`src/rtl/lifo_pop_streamer_if.sv`:
```
`default_nettype none
// ============================================================================
// Module      : lifo_pop_streamer_if
// Description : Command, LIFO read-port and output-stream signals of the
//               LIFO pop streamer, bundled with DUT/driver modports.
// Revision    : 1.0 - initial release
// ============================================================================
interface lifo_pop_streamer_if #(
    parameter int DWIDTH = 8,
    parameter int AWIDTH = 4
);
    logic              cmd_valid_i;
    logic [AWIDTH:0]   cmd_len_i;
    logic              cmd_ready_o;
    logic              lifo_rdreq_o;
    logic [DWIDTH-1:0] lifo_q_i;
    logic              lifo_empty_i;
    logic [DWIDTH-1:0] data_o;
    logic              valid_o;
    logic              last_o;
    logic              ready_i;
    logic              busy_o;
    logic              done_o;

    modport slave (
        input  cmd_valid_i, cmd_len_i, lifo_q_i, lifo_empty_i, ready_i,
        output cmd_ready_o, lifo_rdreq_o, data_o, valid_o, last_o, busy_o, done_o
    );

    modport master (
        output cmd_valid_i, cmd_len_i, lifo_q_i, lifo_empty_i, ready_i,
        input  cmd_ready_o, lifo_rdreq_o, data_o, valid_o, last_o, busy_o, done_o
    );
endinterface
`default_nettype wire

```
`src/rtl/lifo_pop_streamer.sv`:
```
`default_nettype none
// ============================================================================
// Module      : lifo_pop_streamer
// Description : Pops N words from a synchronous LIFO and streams them out on
//               a valid/ready interface with a last marker.
// Revision    : 1.0 - initial release
// ============================================================================
module lifo_pop_streamer #(
    parameter int DWIDTH = 8,
    parameter int AWIDTH = 4
) (
    input  wire logic          clk_i,
    input  wire logic          srst_i,
    lifo_pop_streamer_if.slave bus
);

    localparam logic [1:0] c_ST_IDLE  = 2'd0;
    localparam logic [1:0] c_ST_POP   = 2'd1;
    localparam logic [1:0] c_ST_FLUSH = 2'd2;

    logic [1:0]        r_state;
    logic [AWIDTH:0]   r_remaining;
    logic              r_inflight;
    logic              r_inflight_last;
    logic              r_done;
    logic [DWIDTH-1:0] r_buf_data [2];
    logic [1:0]        r_buf_last;
    logic [1:0]        r_count;

    logic              w_accept;
    logic              w_pop;
    logic              w_push;
    logic              w_rdreq;
    logic [2:0]        w_occ;
    logic              w_wr_sel;

    assign w_accept = (r_state == c_ST_IDLE) && bus.cmd_valid_i;
    assign w_pop    = (r_count != 2'd0) && bus.ready_i;
    assign w_push   = r_inflight;

    // Occupancy after this cycle's handshake; a new request only fits below two.
    assign w_occ   = {1'b0, r_count} + {2'b00, r_inflight} - {2'b00, w_pop};
    assign w_rdreq = (r_state == c_ST_POP) && (r_remaining != '0) &&
                     !bus.lifo_empty_i && (w_occ < 3'd2);

    // Returning word lands behind whatever survives this cycle's pop.
    assign w_wr_sel = (r_count == 2'd2) || ((r_count == 2'd1) && !w_pop);

    always_ff @(posedge clk_i) begin
        if (srst_i) begin
            r_state         <= c_ST_IDLE;
            r_remaining     <= '0;
            r_inflight      <= 1'b0;
            r_inflight_last <= 1'b0;
            r_done          <= 1'b0;
        end else begin
            r_done          <= 1'b0;
            r_inflight      <= w_rdreq;
            r_inflight_last <= w_rdreq && (r_remaining == {{AWIDTH{1'b0}}, 1'b1});
            if (w_rdreq) begin
                r_remaining <= r_remaining - 1'b1;
            end
            case (r_state)
                c_ST_IDLE: begin
                    if (w_accept) begin
                        if (bus.cmd_len_i == '0) begin
                            r_done <= 1'b1;
                        end else begin
                            r_remaining <= bus.cmd_len_i;
                            r_state     <= c_ST_POP;
                        end
                    end
                end
                c_ST_POP: begin
                    if (w_rdreq && (r_remaining == {{AWIDTH{1'b0}}, 1'b1})) begin
                        r_state <= c_ST_FLUSH;
                    end
                end
                c_ST_FLUSH: begin
                    if (w_pop && r_buf_last[0]) begin
                        r_done  <= 1'b1;
                        r_state <= c_ST_IDLE;
                    end
                end
                default: r_state <= c_ST_IDLE;
            endcase
        end
    end

    // Two-entry shift buffer; entry 0 is always the head presented downstream.
    always_ff @(posedge clk_i) begin
        if (srst_i) begin
            r_buf_data[0] <= '0;
            r_buf_data[1] <= '0;
            r_buf_last    <= 2'b00;
            r_count       <= 2'd0;
        end else begin
            if (w_pop) begin
                r_buf_data[0] <= r_buf_data[1];
                r_buf_last[0] <= r_buf_last[1];
            end
            if (w_push) begin
                r_buf_data[w_wr_sel] <= bus.lifo_q_i;
                r_buf_last[w_wr_sel] <= r_inflight_last;
            end
            r_count <= r_count + {1'b0, w_push} - {1'b0, w_pop};
        end
    end

    assign bus.cmd_ready_o  = (r_state == c_ST_IDLE);
    assign bus.lifo_rdreq_o = w_rdreq;
    assign bus.data_o       = r_buf_data[0];
    assign bus.valid_o      = (r_count != 2'd0);
    assign bus.last_o       = r_buf_last[0] && (r_count != 2'd0);
    assign bus.busy_o       = (r_state != c_ST_IDLE);
    assign bus.done_o       = r_done;

endmodule
`default_nettype wire

```
`src/flat_wrapper.sv`:
```
// flat-port wrapper written by rule: the top's interface ports become plain ports
module lifo_pop_streamer_flat 
#(
    parameter int DWIDTH = 8,
    parameter int AWIDTH = 4
)
  (clk_i, srst_i, bus_cmd_valid_i, bus_cmd_len_i, bus_lifo_q_i, bus_lifo_empty_i, bus_ready_i, bus_cmd_ready_o, bus_lifo_rdreq_o, bus_data_o, bus_valid_o, bus_last_o, bus_busy_o, bus_done_o);
  lifo_pop_streamer_if #(.DWIDTH(DWIDTH), .AWIDTH(AWIDTH)) bus_i ();
  input  wire logic clk_i;
  input  wire logic srst_i;
  input wire logic [$bits(bus_i.cmd_valid_i)-1:0] bus_cmd_valid_i;
  input wire logic [$bits(bus_i.cmd_len_i)-1:0] bus_cmd_len_i;
  input wire logic [$bits(bus_i.lifo_q_i)-1:0] bus_lifo_q_i;
  input wire logic [$bits(bus_i.lifo_empty_i)-1:0] bus_lifo_empty_i;
  input wire logic [$bits(bus_i.ready_i)-1:0] bus_ready_i;
  output wire logic [$bits(bus_i.cmd_ready_o)-1:0] bus_cmd_ready_o;
  output wire logic [$bits(bus_i.lifo_rdreq_o)-1:0] bus_lifo_rdreq_o;
  output wire logic [$bits(bus_i.data_o)-1:0] bus_data_o;
  output wire logic [$bits(bus_i.valid_o)-1:0] bus_valid_o;
  output wire logic [$bits(bus_i.last_o)-1:0] bus_last_o;
  output wire logic [$bits(bus_i.busy_o)-1:0] bus_busy_o;
  output wire logic [$bits(bus_i.done_o)-1:0] bus_done_o;
  assign bus_i.cmd_valid_i = bus_cmd_valid_i;
  assign bus_i.cmd_len_i = bus_cmd_len_i;
  assign bus_i.lifo_q_i = bus_lifo_q_i;
  assign bus_i.lifo_empty_i = bus_lifo_empty_i;
  assign bus_i.ready_i = bus_ready_i;
  assign bus_cmd_ready_o = bus_i.cmd_ready_o;
  assign bus_lifo_rdreq_o = bus_i.lifo_rdreq_o;
  assign bus_data_o = bus_i.data_o;
  assign bus_valid_o = bus_i.valid_o;
  assign bus_last_o = bus_i.last_o;
  assign bus_busy_o = bus_i.busy_o;
  assign bus_done_o = bus_i.done_o;
  lifo_pop_streamer #(.DWIDTH(DWIDTH), .AWIDTH(AWIDTH)) u_core (.clk_i(clk_i), .srst_i(srst_i), .bus(bus_i));
endmodule
```
`config.mk`:
```
export PLATFORM = sky130hd
export DESIGN_NAME = lifo_pop_streamer_flat
export DESIGN_NICKNAME = d
export VERILOG_FILES = /design/src/rtl/lifo_pop_streamer_if.sv /design/src/rtl/lifo_pop_streamer.sv /design/src/flat_wrapper.sv
export SDC_FILE = /design/constraint.sdc
export NUM_CORES = 1
export LEC_CHECK = 0
export CORE_ASPECT_RATIO = 1.5
export CORE_MARGIN = 2
export CORE_UTILIZATION = 53
export DETAILED_ROUTE_END_ITERATION = 7
export GPL_TIMING_DRIVEN = 0
export HOLD_SLACK_MARGIN = 0.06
export PLACE_DENSITY = 0.87
export SYNTH_ARGS = -nofsm -noshare
export SYNTH_HDL_FRONTEND = slang
export SYNTH_SLANG_ARGS = --single-unit
```
`constraint.sdc`:
```
create_clock -name clk_i -period 4.9 [get_ports clk_i]
set_clock_uncertainty 0.05 [all_clocks]
set_input_delay 0.98 -clock clk_i [delete_from_list [all_inputs] [get_ports clk_i]]
set_output_delay 0.98 -clock clk_i [all_outputs]
set_load 0.01 [all_outputs]
```
Word-level counts from Yosys, hierarchy flattened
Memory sizes are Yosys's and may differ from the RTL's.
Index checks and enable logic that the tools add are counted.

storage, ports and cells
  latch bits = 0
  bits in writable memories = 16
  bits in read-only memories = 0
  input port bits = 18
  flip-flop bits (word level) = 14
  memories kept = 1

cells by class
  mux-type cells = 31
  eq/ne operators = 9
  reduce and logical (&&, ||, !) cells = 20
  div/mod/pow operators = 0
  multiply operators = 0
  $lt $le $gt $ge = 3
  add/sub/neg operators = 5
  shift operators = 0
  bitwise operators = 1

memories
  name               words  bits a word  rd ports  clocked after Yosys merged registers in  wr ports  RTL line                 RTL
  u_core.r_buf_data  2      8            2         0                                        2         lifo_pop_streamer.sv:26  logic [DWIDTH-1:0] r_buf_data [2];

operators by type and width
  cell                   number
  $mux W5                4
  $mux W1                17
  $mux W8                2
  $logic_and A1 B1 Y1    10
  $mux W2                4
  $reduce_or A8 Y1       1
  $pmux W2 S3            1
  $eq A5 B1 Y1 const B   1
  $logic_not A5 Y1       1
  $reduce_bool A5 Y1     1
  $sub A5 B1 Y5 const B  1
  $eq A2 B1 Y1 const B   2
  $eq A2 B2 Y1 const B   2
  $ne A2 B1 Y1 const B   2
  $ne A2 B2 Y1 const B   2
  $reduce_and A4 Y1      1
  $reduce_bool A2 Y1     2
  $add A2 B1 Y3          1
  $lt A3 B2 Y1 const B   1
  $sub A3 B1 Y3          1
  $add A2 B1 Y2          1
  $bwmux W2              1
  $logic_not A1 Y1       2
  $logic_not A2 Y1       1
  7 further kinds        7

Longest topological paths before layout
  word-level depth = 11
  depth in mapped cells = 11
  gate-level depth less buffers = 11

Worst setup path after synthesis
Ideal clock, no wire load.

  kind = input to output
  start point = input port bus_ready_i
  end point = output port bus_lifo_rdreq_o
  buffers on the path = 0
  cell stages on the path = 9
  required time = 3.870 ns
  arrival time = 2.629 ns
  path slack = 1.241 ns
  path through = o21a_1 ha_1 inv_1 ha_1 inv_1 fa_1 and4bb_2 nand3_2 inv_2

between the ends
  cells in the longest elaborated chain, start to end = 4

RTL lines
  what                 RTL line                 RTL
  start: declaration   flat_wrapper.sv:15       input wire logic [$bits(bus_i.ready_i)-1:0] bus_ready_i;
  $logic_and A1 B1 Y1  lifo_pop_streamer.sv:38  assign w_pop = (r_count != 2'd0) && bus.ready_i;
  $sub A3 B1 Y3        lifo_pop_streamer.sv:42  assign w_occ = {1'b0, r_count} + {2'b00, r_inflight} - {2'b00, w_pop};
  $lt A3 B2 Y1         lifo_pop_streamer.sv:44  !bus.lifo_empty_i && (w_occ < 3'd2);
  $logic_and A1 B1 Y1  lifo_pop_streamer.sv:44
  end: declaration     flat_wrapper.sv:17       output wire logic [$bits(bus_i.lifo_rdreq_o)-1:0] bus_lifo_rdreq_o;

No other way between the ends.

Worst setup path after layout
Same ends and word-level chain as after synthesis.

==> reports/results.tsv <==
metric	value	unit
status	finished clean	
setup-violations-final	0	
worstPathRequired	3870	ps
synthesis.nets	153	
drtPass1Iterations	5	
cts_tree	yes	
timing.final.crit_share	0.9817	
start_util	0.5466	
clock_sinks	30	
core	2619	sq um
grt_pass1_wl	5064	um
hold_viol_final	0	
worst_pin_slew	604.1	ps
cpMaxStageDelayCell	clkdlybuf4s50_1	
postRouteAntennaNets	0	
ys_top_cells_by_area	edfxtp_1 34%, dfxtp_1 20%, a22o_1 5.5%, ha_1 4.4%, and2_1 3.9%	
port_buffers	31	
synthDistinctLibCells	39	
cts-root-buf	clkbuf_8	
setup.worst_path.class	input pin to primary output	
synth_edf_count	16	
grt_max_degree	11	
critPathCaptureType	primary output	
antenna_found_initial	0	
yosys_warnings	0	
r2r_start	u_core.r_count[1]$_SDFF_PP0_	
min_period	4810	ps
postSynthAreaPerCell	11.10	sq um
synth_seq_area_share	0.5315	
hold-worst-slack	440.5	ps
routedWlPerCell	15.63	um
start_kind	input pin	
setup_tns	0	ps
worst-path-buf-inv	5	
power.density	345.1	nW/um^2
cts-buffers-inserted	5	
slowest_delay	540	ps
nets	191	
io_pins	32	
p_leak	0.7202	nW
grt_overflow	0	
finalPower	0.6547	mW
cp.arrival	3780	ps
place.gp.congestion	0.8201	
synth_top_area_frac	0.3357	
grt_usage	0.2294	
die-height	67.65	um
syn_inst	129	
min_to	u_core.r_buf_last[1]$_SDFFE_PP0P_	
drt_drc_violations_left	0	
worst-r2r-cell-count	10	
startpoint	bus_ready_i	
path_max_fanout	5	
num_antenna_cells	0	
clkLatencyLatePin	280	ps
synth_top_area_cell	edfxtp_1	
die_x	46.43	um
die-area	3141	sq um
fmax	207.9	MHz
ys_ff_latch	30	
synth_commonest_cells	16 x edfxtp_1, 14 x dfxtp_1, 9 x a22o_1, 9 x and2_1, 9 x inv_1	
synthArstFlopShare	0	
cp.depth	11	
yosysMostFrequentCell	edfxtp_1	
htreeDepth	2	
slew_headroom	0.5951	
reg2reg_slack	2240	ps
ys.flop_type	edfxtp_1	
hold_depth	1	
dp_hpwl	2413	um
drv_slew	0	
wl	3204	um
timing.rr.end	u_core.r_state[0]$_SDFFE_PP0P_	
syn_area	1431	sq um
cpLargestDelayFamily	buffers and inverters	
maxCapViolations	0	
cts_buffer_depth	2	
drtIter0Drc	39	
syn2layout_area_growth	32.52	%
min_path_type	flip-flop to flip-flop	
drive_above_1_share	0.1012	
hp-start	u_core.r_inflight_last$_SDFF_PP0_	
path_cells	clkdlybuf4s50_1 -> o21a_2 -> ha_1 -> inv_1 -> ha_1 -> inv_1 -> fa_1 -> and4bb_2 -> nand3_4 -> inv_4 -> clkdlybuf4s50_1	
clk_pin_slew	60	ps
vdd.ir_drop.worst	286.7	uV
vias	1155	
num_rows	23	
via_per_inst	5.634	
grt_pass1_vias	1160	
utilization	0.7243	
cell families (layout without fill, tap and decap cells):
logic type                 Yosys count  in the layout  share of synthesized area
DFF                                 30             30                     0.5315
and+or+nand+nor                     51             51                     0.2115
muxes                                1              1                   0.006993
xor gates and xnor gates             3              3                    0.01836
adders and majority gates            6              6                    0.05769
buffers and inverters               13             52                    0.03409
AOI/OAI and AO/OA                   25             25                     0.1399
worst register-to-register path: stages (launching register included):
cell	delay, ps
dfxtp_1	370
o21a_2	280
ha_1	300
inv_1	60
ha_1	140
inv_1	50
fa_1	530
and4bb_2	310
nand3_4	120
o21ai_0	220
a21oi_1	90
final cells by class:
cell class	count	area, sq um
well taps	37	46.29
flip-flops and latches	30	760.7
clock buffers	6	82.58
inverters	10	40.04
multi-input cells	86	638.1
clock inverters	2	7.507
plain buffers	3	11.26
fillers	183	721.9
repair buffers	31	310.3
worst max path at each step:
| stage | slack, ps | end |
|---|---|---|
| global route | -0.1 | bus_lifo_rdreq_o |
| CTS | 5 | bus_lifo_rdreq_o |
| floorplan | 1240 | bus_lifo_rdreq_o |
| detailed placement | 8 | bus_lifo_rdreq_o |
| finish | 90 | bus_lifo_rdreq_o |
| global placement | 60 | bus_lifo_rdreq_o |
registers in the layout, indices dropped and copies added (netlist names):
name                    count
u_core.r_state              2
u_core.r_buf_data          16
u_core.bus.done_o           1
u_core.r_buf_last           2
u_core.r_inflight           1
u_core.r_inflight_last      1
u_core.r_count              2
u_core.r_remaining          5
per-layer routing:
metal,GRT usage,vias to the layer above,share of wire
met1,0.2099,559,0.35
li1,-,547,-
met5,0,-,0
met4,0.1107,0,0.021
met3,0.06417,11,0.045
met2,0.4340,38,0.58
where the power goes:
part | internal, mW | leakage [nW] | total, mW | switching [mW]
registers | 0.287 | 0.280 | 0.304 | 0.0163
logic | 0.0752 | 0.394 | 0.148 | 0.0725
clock network | 0.110 | 0.0463 | 0.203 | 0.0929
total | 0.473 | 0.720 | 0.655 | 0.182
through the flow:
step	std cells	area (sq um)	setup WS, ps
after CTS	205	1878	4.869
final	205	1897	89.65
after floorplan	129	1431	1241
after detailed placement	197	1788	7.556
after global placement	197	1788	64.20
after global routing	205	1897	-0.09770
what timing repair did:
action                                  in CTS  in global routing
buffers inserted                             0                  0
endpoints found under the setup margin       0                  1
hold buffers                                 0                  0
resized for setup                            0                  4
cell usage in the layout, fill, tap and decap left out, types with 4 or more instances in the layout:
cell type        synthesis  layout
edfxtp_1                16      16
inv_1                    9       9
a22o_1                   9       9
nand4_1                  4       4
and2_1                   9       9
o21ai_1                  4       4
ha_1                     5       5
nand2_1                  8       8
a21oi_1                  4       4
nor2_1                   7       7
clkbuf_8                 0       6
nor3_1                   4       4
dfxtp_1                 14      14
clkdlybuf4s50_1          0      31
Note: power is estimated with default switching activity, not from simulation.
==> patch, RTL diff (same settings) <==
`DWIDTH` is set to 8 in 3 places; all go to 6.
--- a/src/rtl/lifo_pop_streamer_if.sv
+++ b/src/rtl/lifo_pop_streamer_if.sv
@@ -6,7 +6,7 @@
 // Revision    : 1.0 - initial release
 // ============================================================================
 interface lifo_pop_streamer_if #(
-    parameter int DWIDTH = 8,
+    parameter int DWIDTH = 6,
     parameter int AWIDTH = 4
 );
     logic              cmd_valid_i;
--- a/src/rtl/lifo_pop_streamer.sv
+++ b/src/rtl/lifo_pop_streamer.sv
@@ -6,7 +6,7 @@
 // Revision    : 1.0 - initial release
 // ============================================================================
 module lifo_pop_streamer #(
-    parameter int DWIDTH = 8,
+    parameter int DWIDTH = 6,
     parameter int AWIDTH = 4
 ) (
     input  wire logic          clk_i,
--- a/src/flat_wrapper.sv
+++ b/src/flat_wrapper.sv
@@ -1,7 +1,7 @@
 // flat-port wrapper written by rule: the top's interface ports become plain ports
 module lifo_pop_streamer_flat 
 #(
-    parameter int DWIDTH = 8,
+    parameter int DWIDTH = 6,
     parameter int AWIDTH = 4
 )
   (clk_i, srst_i, bus_cmd_valid_i, bus_cmd_len_i, bus_lifo_q_i, bus_lifo_empty_i, bus_ready_i, bus_cmd_ready_o, bus_lifo_rdreq_o, bus_data_o, bus_valid_o, bus_last_o, bus_busy_o, bus_done_o);
Interface: changed (resized bus_data_o and bus_lifo_q_i); port bits go from 32 to 28. No check against the original RTL was run, so the function may have changed too.
==> patch against the unedited design <==
  * Sequential power is 12% lower
  * Setup slack better by 0.082 ns
  * Final cell count is 14% lower
  * Via count is 4.8% lower
  * Utilization is 4.1 points lower
  * Power is 22% lower
  * Final area is 14% lower
  * Area after synthesis is 8.5% lower
  * Wire length is 12% lower
  * Sequential cell count is 4 lower
  * Largest power group unchanged
==> patch: results (changes against the unedited design) <==
Final layout
  – Largest regs: u_core.r_buf_data: 12 flops, u_core.r_remaining: 5 flops (was u_core.r_buf_data: 16 flops, u_core.r_remaining: 5 flops)
  – Fillers: 183 (unchanged)
  – Diodes inserted: 0 (unchanged)
  – Final std cells w/o fill: 177 (was 205)
  – Share of cells above drive strength 1: 0.0588 (was 0.101)

Timing
  – Tmin final: 4.73 ns (was 4.81 ns)
  – Slew margin rel.: 0.519 (was 0.595)
  – Worst hold slack: 0.473 ns (was 0.441 ns)

GRT
  – Global-route wire length before repair: 4660 um (was 5060 um)
  – Initial antenna violation count: 0 (unchanged)
  – Vias in the first global route: 1113 (was 1160)
  – GRT Total Usage: 0.227 (was 0.229)
  – Largest net degree at the start of global routing: 15 (was 11)

Logic synthesis
  – Synthesis Warnings: 0 (unchanged)
  – Post-synth EDFFs: 12 (was 16)
  – Yosys cell types: 43 (was 39)
  – Seq/Total Area, Yosys: 0.489 (was 0.531)
  – Largest cells by area after synthesis: edfxtp_1 28%, dfxtp_1 21%, a22o_1 5.3% (was edfxtp_1 34%, dfxtp_1 20%, a22o_1 5.5%)
  – Top cells by count, synth: 14 x dfxtp_1, 12 x edfxtp_1, 8 x a22o_1, 8 x and2_1 (was 16 x edfxtp_1, 14 x dfxtp_1, 9 x a22o_1, 9 x and2_1, 9 x inv_1)
  – Syn_nets: 143 (was 153)
  – Post-Synthesis Cells: 122 (was 129)
  – Post-synth top area cell: edfxtp_1 (unchanged)

Place
  – Post-detail-place hpwl: 2210 um (was 2410 um)
  – Placed inst area: 0.00161 sq mm (was 0.00179 sq mm)
  – Placed instance count: 173 (was 197)
  – Gpl congestion: 0.820 (about the same)
  – Place WS: 0.184 ns (was 0.00756 ns)
  – IO buf count: 27 (was 31)

Detailed routing
  – 1st-iter DRT viols: 26 (was 39)
  – DRT Pass-1 Iters: 4 (was 5)
  – Via density per instance: 6.21 (was 5.63)
  – WL/cell: 15.9 um (was 15.6 um)

Power and ir drop
  – Power of the sequential group: 0.267 mW (was 0.304 mW)
  – Comb. pwr: 0.147 mW
  – Top pwr grp: sequential cells (unchanged)
  – VDD IR max: 0.000204 V (was 0.000287 V)
  – NetSw: 0.153 mW (was 0.182 mW)
  – P_leak: 0.622 nW (was 0.720 nW)
  – PwrDens: 310 mW/mm^2 (was 345 mW/mm^2)

Clocking
  – Htree depth: 1 (was 2)
  – Post-CTS sizing: 0 (unchanged)
  – Clock slew at reported path FFs: 0.13 ns (was 0.06 ns)
  – CTS Buf Count: 3 (was 5)
  – Root buffer cell: clkbuf_4 (was clkbuf_8)
  – Post-CTS setup buffers: 0 (unchanged)
  – Worst-skew pair later-pin latency: 0.33 ns (was 0.28 ns)

Critical path
  – Critical path arrival: 3.70 ns (was 3.78 ns)
  – Setup slack, reg-to-reg: 2.09 ns (was 2.24 ns)
  – Largest fanout on the critical path: 5 (unchanged)

Run status
  – Status: complete, no violations (unchanged)
[patch: cell types whose count changed after synthesis, moves of 3 or more]
| cell | delta |
|---|---|
| o31ai_1 | +4 |
| nand4_1 | -4 |
| edfxtp_1 | -4 |
| clkbuf_1 | -3 |
| nand3_1 | +4 |
| o21ai_1 | -3 |
[patch: path summary, 6_finish.rpt]
check / start / endpoint / cells past startpoint
min reg2reg: u_core.r_inflight_last$_SDFF_PP0_ / u_core.r_buf_last[1]$_SDFFE_PP0P_ / 1
min: u_core.r_inflight_last$_SDFF_PP0_ / u_core.r_buf_last[1]$_SDFFE_PP0P_ / 1
max: bus_ready_i / bus_lifo_rdreq_o / 10
max reg2reg: u_core.r_count[1]$_SDFF_PP0_ / u_core.r_remaining[1]$_SDFF_PP0_ / 9
[patch: cells by family after synthesis]
logic type / share of synthesized area
mux: 0.00860
xor+xnor: 0.0134
compound gates: 0.181
fa+ha+maj: 0.0535
buf+inv: 0.0229
simple gates: 0.231
flops: 0.489
[patch: layout make-up]
cell class	instances	area [sq um]	area share
multi-input cells	88	639	0.391
well taps	24	30.0	0.0183
repair buffers	27	270	0.165
plain buffers	1	3.75	0.00229
inverters	7	26.3	0.0161
clock buffers	4	26.3	0.0161
flip-flops and latches	26	641	0.391
[patch: critical path, cell delays in order]
cell	delay [ns]
clkdlybuf4s50_1	0.43
o21ai_1	0.22
xnor2_1	0.17
ha_1	0.16
inv_1	0.06
fa_1	0.53
and4bb_1	0.27
nand3_1	0.16
inv_1	0.16
clkdlybuf4s50_1	0.55
[patch: layer usage]
layer | part of all wire | global-route usage | wire length, um
met5 | 0 | 0 | 0
met4 | 0.052 | 0.189 | 146
met3 | 0.041 | 0.0418 | 114
met2 | 0.55 | 0.404 | 1540
met1 | 0.36 | 0.208 | 1010
